## config.mk

```make
export PLATFORM = sky130hd
export DESIGN_NAME = accum_ctrl_flat
export DESIGN_NICKNAME = d
export VERILOG_FILES = /design/src/rtl/accum_ctrl_pkg.sv /design/src/rtl/accum_ctrl_if.sv /design/src/rtl/accum_ctrl_step_dec.sv /design/src/rtl/accum_ctrl.sv /design/src/flat_wrapper.sv
export SDC_FILE = /design/constraint.sdc
export NUM_CORES = 1
export LEC_CHECK = 0
export BUFFER_PORTS_ARGS = -buffer_cell sky130_fd_sc_hd__buf_4
export CORE_UTILIZATION = 50
export CTS_BUF_LIST = sky130_fd_sc_hd__clkbuf_8 sky130_fd_sc_hd__clkbuf_16
export DETAILED_ROUTE_END_ITERATION = 8
export PLACE_DENSITY = 0.76
export SYNTH_ARGS = -nofsm -noshare
export SYNTH_HDL_FRONTEND = slang
export SYNTH_SLANG_ARGS = --single-unit
```

## constraint.sdc

```tcl
create_clock -name clk -period 3.25 [get_ports clk]
set_input_delay 0.1625 -clock clk [delete_from_list [all_inputs] [get_ports clk]]
set_output_delay 0.1625 -clock clk [all_outputs]
set_load 0.05 [all_outputs]
```

## src/rtl/accum_ctrl_pkg.sv

```systemverilog
`default_nettype none
// ============================================================================
//  Module      : accum_ctrl_pkg
//  Description : Shared types and constants for the accumulate sequencer.
//                This covers the FSM state encoding, the operand select codes
//                and the layout of one step field.
//  Revision    : 1.0  initial release
// ============================================================================
package accum_ctrl_pkg;

  // One step field is {sub, sel[1:0]}
  localparam int OP_W    = 3;
  localparam int SUB_BIT = 2;
  localparam int SEL_LSB = 0;
  localparam int SEL_W   = 2;

  // Operand select codes as seen on {s2,s1}
  localparam logic [1:0] SEL_B   = 2'b00;
  localparam logic [1:0] SEL_C   = 2'b01;
  localparam logic [1:0] SEL_D   = 2'b10;
  localparam logic [1:0] SEL_RSV = 2'b11;

  typedef enum logic [1:0] {
    ST_IDLE = 2'd0,
    ST_LOAD = 2'd1,
    ST_STEP = 2'd2,
    ST_DONE = 2'd3
  } state_t;

endpackage
`default_nettype wire

```

## src/rtl/accum_ctrl_if.sv

```systemverilog
`default_nettype none
// ============================================================================
//  Module      : accum_ctrl_if
//  Description : Command handshake between the command source (master) and
//                the accumulate sequencer (slave).
//  Revision    : 1.0  initial release
// ============================================================================
interface accum_ctrl_if #(
  parameter int MAX_OPS = 3,
  parameter int CNT_W   = 2
) ();

  logic                 cmd_valid;
  logic                 cmd_ready;
  logic [CNT_W-1:0]     cmd_len;
  logic [3*MAX_OPS-1:0] cmd_ops;

  modport master (
    output cmd_valid,
    output cmd_len,
    output cmd_ops,
    input  cmd_ready
  );

  modport slave (
    input  cmd_valid,
    input  cmd_len,
    input  cmd_ops,
    output cmd_ready
  );

endinterface
`default_nettype wire

```

## src/rtl/accum_ctrl_step_dec.sv

```systemverilog
`default_nettype none
// ============================================================================
//  Module      : accum_ctrl_step_dec
//  Description : Decodes one {sub, sel} step field into the datapath pins used
//                during a STEP cycle. The reserved select code suppresses the
//                flop load so that the accumulator holds its value.
//  Revision    : 1.0  initial release
// ============================================================================
module accum_ctrl_step_dec
  import accum_ctrl_pkg::*;
(
  input  logic [OP_W-1:0] op,
  output logic            m,
  output logic            s1,
  output logic            s2,
  output logic            e
);

  // Map the select code onto the operand mux and gate the load on reserved codes
  always_comb begin
    m  = op[SUB_BIT];
    s1 = 1'b0;
    s2 = 1'b0;
    e  = 1'b1;
    case (op[SEL_LSB +: SEL_W])
      SEL_B: begin
      end
      SEL_C: s1 = 1'b1;
      SEL_D: s2 = 1'b1;
      default: begin
        // Reserved: keep the operand mux parked and hold the flop
        m = 1'b0;
        e = 1'b0;
      end
    endcase
  end

endmodule
`default_nettype wire

```

## src/rtl/accum_ctrl.sv

```systemverilog
`default_nettype none
// ============================================================================
//  Module      : accum_ctrl
//  Description : Sequencer for the 8-bit accumulate datapath. It accepts one
//                command, loads A, runs up to MAX_OPS add/sub steps and then
//                pulses done.
//                Optional macro ACCUM_CTRL_ABORT_EN adds an 'abort' input that
//                returns LOAD/STEP to IDLE without a done pulse.
//  Revision    : 1.0  initial release
// ============================================================================
module accum_ctrl
  import accum_ctrl_pkg::*;
#(
  parameter int MAX_OPS = 3,
  parameter int CNT_W   = 2
) (
  input  logic        clk,
  input  logic        reset,
`ifdef ACCUM_CTRL_ABORT_EN
  input  logic        abort,
`endif
  accum_ctrl_if.slave cmd,
  output logic        s0,
  output logic        s1,
  output logic        s2,
  output logic        m,
  output logic        e,
  output logic        busy,
  output logic        done
);

  localparam int             N_SLOTS = 2 ** CNT_W;
  localparam logic [CNT_W-1:0] MAX_LEN = CNT_W'(MAX_OPS);

  state_t                   state;
  state_t                   state_nxt;
  logic [CNT_W-1:0]         cnt;
  logic [CNT_W-1:0]         len_q;
  logic [OP_W*MAX_OPS-1:0]  ops_q;
  logic [CNT_W-1:0]         len_clamped;
  logic                     accept;
  logic                     last_step;
  logic                     abort_req;
  logic [OP_W-1:0]          op_arr [N_SLOTS];
  logic [OP_W-1:0]          cur_op;
  logic                     dec_m;
  logic                     dec_s1;
  logic                     dec_s2;
  logic                     dec_e;

  assign cmd.cmd_ready = (state == ST_IDLE) || (state == ST_DONE);
  assign accept        = cmd.cmd_valid && cmd.cmd_ready;
  assign len_clamped   = (cmd.cmd_len > MAX_LEN) ? MAX_LEN : cmd.cmd_len;
  assign last_step     = (cnt == (len_q - CNT_W'(1)));

`ifdef ACCUM_CTRL_ABORT_EN
  assign abort_req = abort;
`else
  assign abort_req = 1'b0;
`endif

  // Split the latched step word into per-step fields; unused counter codes read as zero
  genvar gi;
  generate
    for (gi = 0; gi < N_SLOTS; gi++) begin : g_ops
      if (gi < MAX_OPS) begin : g_fld
        assign op_arr[gi] = ops_q[gi*OP_W +: OP_W];
      end else begin : g_pad
        assign op_arr[gi] = '0;
      end
    end
  endgenerate

  assign cur_op = op_arr[cnt];

  accum_ctrl_step_dec u_step_dec (
    .op (cur_op),
    .m  (dec_m),
    .s1 (dec_s1),
    .s2 (dec_s2),
    .e  (dec_e)
  );

  // State register
  always_ff @(posedge clk or negedge reset) begin
    if (!reset) begin
      state <= ST_IDLE;
    end else begin
      state <= state_nxt;
    end
  end

  // Command latch and step counter
  always_ff @(posedge clk or negedge reset) begin
    if (!reset) begin
      len_q <= '0;
      ops_q <= '0;
      cnt   <= '0;
    end else begin
      if (accept) begin
        len_q <= len_clamped;
        ops_q <= cmd.cmd_ops;
      end
      if (state == ST_LOAD) begin
        cnt <= '0;
      end else if (state == ST_STEP) begin
        cnt <= cnt + CNT_W'(1);
      end
    end
  end

  // Next-state logic
  always_comb begin
    state_nxt = state;
    case (state)
      ST_IDLE: if (accept) state_nxt = ST_LOAD;
      ST_LOAD: begin
        if (abort_req)            state_nxt = ST_IDLE;
        else if (len_q != '0)     state_nxt = ST_STEP;
        else                      state_nxt = ST_DONE;
      end
      ST_STEP: begin
        if (abort_req)            state_nxt = ST_IDLE;
        else if (last_step)       state_nxt = ST_DONE;
      end
      ST_DONE: state_nxt = accept ? ST_LOAD : ST_IDLE;
      default: state_nxt = ST_IDLE;
    endcase
  end

  // Output decode from registered state and latched step fields only
  always_comb begin
    s0   = 1'b0;
    s1   = 1'b0;
    s2   = 1'b0;
    m    = 1'b0;
    e    = 1'b0;
    busy = 1'b0;
    done = 1'b0;
    case (state)
      ST_LOAD: begin
        busy = 1'b1;
        e    = 1'b1;
      end
      ST_STEP: begin
        busy = 1'b1;
        s0   = 1'b1;
        m    = dec_m;
        s1   = dec_s1;
        s2   = dec_s2;
        e    = dec_e;
      end
      ST_DONE: done = 1'b1;
      default: begin
      end
    endcase
  end

endmodule
`default_nettype wire

```

## src/flat_wrapper.sv

```systemverilog
// flat-port wrapper written by rule: the top's interface ports become plain ports
module accum_ctrl_flat import accum_ctrl_pkg::*;
#(
  parameter int MAX_OPS = 3,
  parameter int CNT_W   = 2
)
  (clk, reset, s0, s1, s2, m, e, busy, done, cmd_cmd_valid, cmd_cmd_len, cmd_cmd_ops, cmd_cmd_ready);
  accum_ctrl_if #(.MAX_OPS(MAX_OPS), .CNT_W(CNT_W)) cmd_i ();
  input  logic clk;
  input  logic reset;
  output logic s0;
  output logic s1;
  output logic s2;
  output logic m;
  output logic e;
  output logic busy;
  output logic done;
  input wire logic [$bits(cmd_i.cmd_valid)-1:0] cmd_cmd_valid;
  input wire logic [$bits(cmd_i.cmd_len)-1:0] cmd_cmd_len;
  input wire logic [$bits(cmd_i.cmd_ops)-1:0] cmd_cmd_ops;
  output wire logic [$bits(cmd_i.cmd_ready)-1:0] cmd_cmd_ready;
  assign cmd_i.cmd_valid = cmd_cmd_valid;
  assign cmd_i.cmd_len = cmd_cmd_len;
  assign cmd_i.cmd_ops = cmd_cmd_ops;
  assign cmd_cmd_ready = cmd_i.cmd_ready;
  accum_ctrl #(.MAX_OPS(MAX_OPS), .CNT_W(CNT_W)) u_core (.clk(clk), .reset(reset), .cmd(cmd_i), .s0(s0), .s1(s1), .s2(s2), .m(m), .e(e), .busy(busy), .done(done));
endmodule
```

==> results.yml <==
die:
  start_util_pct: 55.7
  io_pins: 22
  rows: 14
  die_h_microns: 43.9
  core_area_sq_mm: 0.00158
  fp.dieW_microns: 43.9
  dieArea_sq_mm: 0.00193
min_path:
  hp-class: "in2reg"
  hp-start: "cmd_cmd_len[0]"
  min_path_cells: 3
sta:
  rsz0062_at_grt: "no"
  setup_slack_ns: 1.28
  period_share_pct: 60.5
  tns_ns: 0
  maxSlewViolCount: 0
  fmax_ghz: 0.508
  worst_slew_pin_slew_ns: 0.581
  final-hold-violation-count: 0
  skew_ns: 0.000845
  setup_viol: 0
  slew_headroom_pct: 61.1
  finalCriticalPeriod_ns: 1.97
detailed_routing:
  drt-wirelength-per-cell_microns: 14.5
  drc: 0
  ant_nets: 0
  vias: 654
  first_pass_iters: 6
  routed_wirelength_microns: 1700
  via_per_inst: 5.59
  dr.first_iter.drc_count: 9
clock_tree:
  root_buffer: "clkbuf_8"
  holdBufCountCts: 1
  post_cts_buffers: 0
  htree_levels: 1
  ctsLongestPathBuffers: 2
  clk_pin_slew_ns: 0.06
  cts_buffers: 3
  cts_tree: "done"
  clock_latency_ns: 0.24
  post_cts_resized: 0
  cts_sinks: 15
logic_synthesis:
  avgSynthCellArea_sq_um: 11.3
  ys_warn_count: 0
  ys_seq_area_share_pct: 42.7
  ys_seq_elements: 15
  synth_fp_nets: 98
  netlist_area_sq_um: 878
  synth_cell_types: 30
  netlist_instances: 78
placed_design:
  dpl.hpwl_microns: 1310
  io_buffers: 21
  place_congestion: 0.808
  place_ws_ns: 1.28
  placed_cell_area_sq_mm: 0.00103
critical_path:
  crit_path_start: "u_core.state[1]"
  crit_type: "reg2reg"
  required_ns: 3.38
  cp-start-kind: "register"
  worst-path-max-fanout: 13
  arrival_ns: 2.10
  ff2ff_path_depth: 4
  r2r_start: "u_core.state[1]"
  cp-end-kind: "register"
global_routing:
  overflow: 0
  antenna_found_initial: 0
  grt_max_degree: 16
  grt_pass1_wl_microns: 2920
  grt_pass1_vias: 665
  grtUsageTotal_pct: 21.5
layout:
  layout-drive-gt1-share_pct: 30.7
  final_cell_area_sq_mm: 0.00108
  fillers: 124
  syn2layout_area_growth_pct: 23.1
  diodes: 0
  nets: 122
job:
  drv_cap: 0
status:
  status: "finished clean"
-- cells in the final DEF, fill, tap and decap left out --
master         synthesis  routed
a221oi_1               1       1
dlygate4sd3_1          0       1
a311oi_1               1       1
a22oi_1                1       1
ha_1                   6       6
and4b_1                1       1
o21a_1                 2       2
a31oi_1                1       1
nor2b_2                1       1
inv_1                  7       8
xor2_1                 2       2
a311o_1                1       1
nor2_1                 3       3
mux2_2                 5       5
buf_4                  1      21
o311ai_1               1       1
clkbuf_8               0       3
o21ai_1                2       2
dfrtp_1               15      15
and3_1                 1       1
nor2b_1                1       1
nand2b_1               1       1
mux2i_1                2       2
o211ai_1               2       2
nand2_1                4       4
mux2_1                 6       6
o21ai_0                2       2
nand3b_1               3       3
a21oi_1                1       1
a211o_1                1       1
and3b_2                1       1
-- worst max-delay path, cell delays in order (launching register included) --
cell and delay [ns]:
dfrtp_1 0.43, inv_1 0.11, ha_1 0.39, nor2b_2 0.51
mux2_2 0.40
-- worst paths after layout --
path	to	slack (ns)
hold / removal	u_core.len_q[0]	0.13
max in group asynchronous	u_core.len_q[0]	2.77
min in group asynchronous	u_core.ops_q[8]	0.31
setup reg to reg	u_core.ops_q[7]	1.28
setup / recovery	u_core.ops_q[7]	1.28
hold reg to reg	u_core.ops_q[1]	0.48
-- cell families after synthesis --
logic type | after synthesis | synth area share (%)
buf+inv | 10 | 6.41
xor+xnor | 2 | 1.99
mux | 13 | 16.4
simple gates | 16 | 11.0
flops | 15 | 42.7
fa+ha+maj | 6 | 8.55
compound gates | 16 | 13.0
-- area by class of cell --
| class | count | area (sq um) | share of cell area, % |
|---|---|---|---|
| clock buffers | 3 | 41.3 | 3.82 |
| inverters | 7 | 26.3 | 2.43 |
| repair buffers | 22 | 168 | 15.5 |
| clock inverters | 1 | 3.75 | 0.347 |
| flip-flops and latches | 15 | 375 | 34.7 |
| multi-input cells | 53 | 447 | 41.3 |
| well taps | 16 | 20.0 | 1.85 |
-- flip-flops by register name, summed over array words and instances (netlist names) --
signal / cells
u_core.len_q: 2
u_core.cnt: 2
u_core.ops_q: 9
u_core.state: 2
-- metrics by stage --
stage / cells / util (%) / hold WS, ns
final: 117 / 68.6 / 0.129
after detailed placement: 112 / 65.1 / 0.0294
after floorplan: 78 / - / -0.133
after global placement: 112 / 65.1 / 0.0245
after CTS: 117 / 68.6 / 0.129
after global routing: 117 / 68.6 / 0.132
-- cell usage after synthesis --
library cell	instances	area (sq um)
buf_6	2	22.5
xor2_1	2	17.5
o211ai_1	2	15.0
o21a_1	2	15.0
nor2b_1	1	6.26
o21ai_1	2	10.0
mux2_2	5	56.3
inv_1	7	26.3
ha_1	6	75.1
nor2b_2	1	8.76
o311ai_1	1	8.76
a21oi_1	1	5.00
a22oi_1	1	7.51
dfrtp_1	15	375
nor2_1	3	11.3
nand2b_1	1	6.26
mux2i_1	2	20.0
nand3b_1	3	22.5
a31oi_1	1	6.26
o21ai_0	2	10.0
a221oi_1	1	8.76
mux2_1	6	67.6
a311o_1	1	10.0
and4b_1	1	10.0
and3_1	1	6.26
nand2_1	4	15.0
and3b_2	1	10.0
a211o_1	1	8.76
buf_4	1	7.51
a311oi_1	1	8.76
-- routing by layer --
layer,global-route usage (%),vias to the layer above,routed length [microns]
li1,-,325,-
met1,25.5,309,708
met2,37.6,18,903
met3,5.83,2,75
met4,7.27,0,12
met5,0,-,0
Power is not shown: default switching activity piles up to over one toggle a cycle in this logic, so the estimate is an artifact.
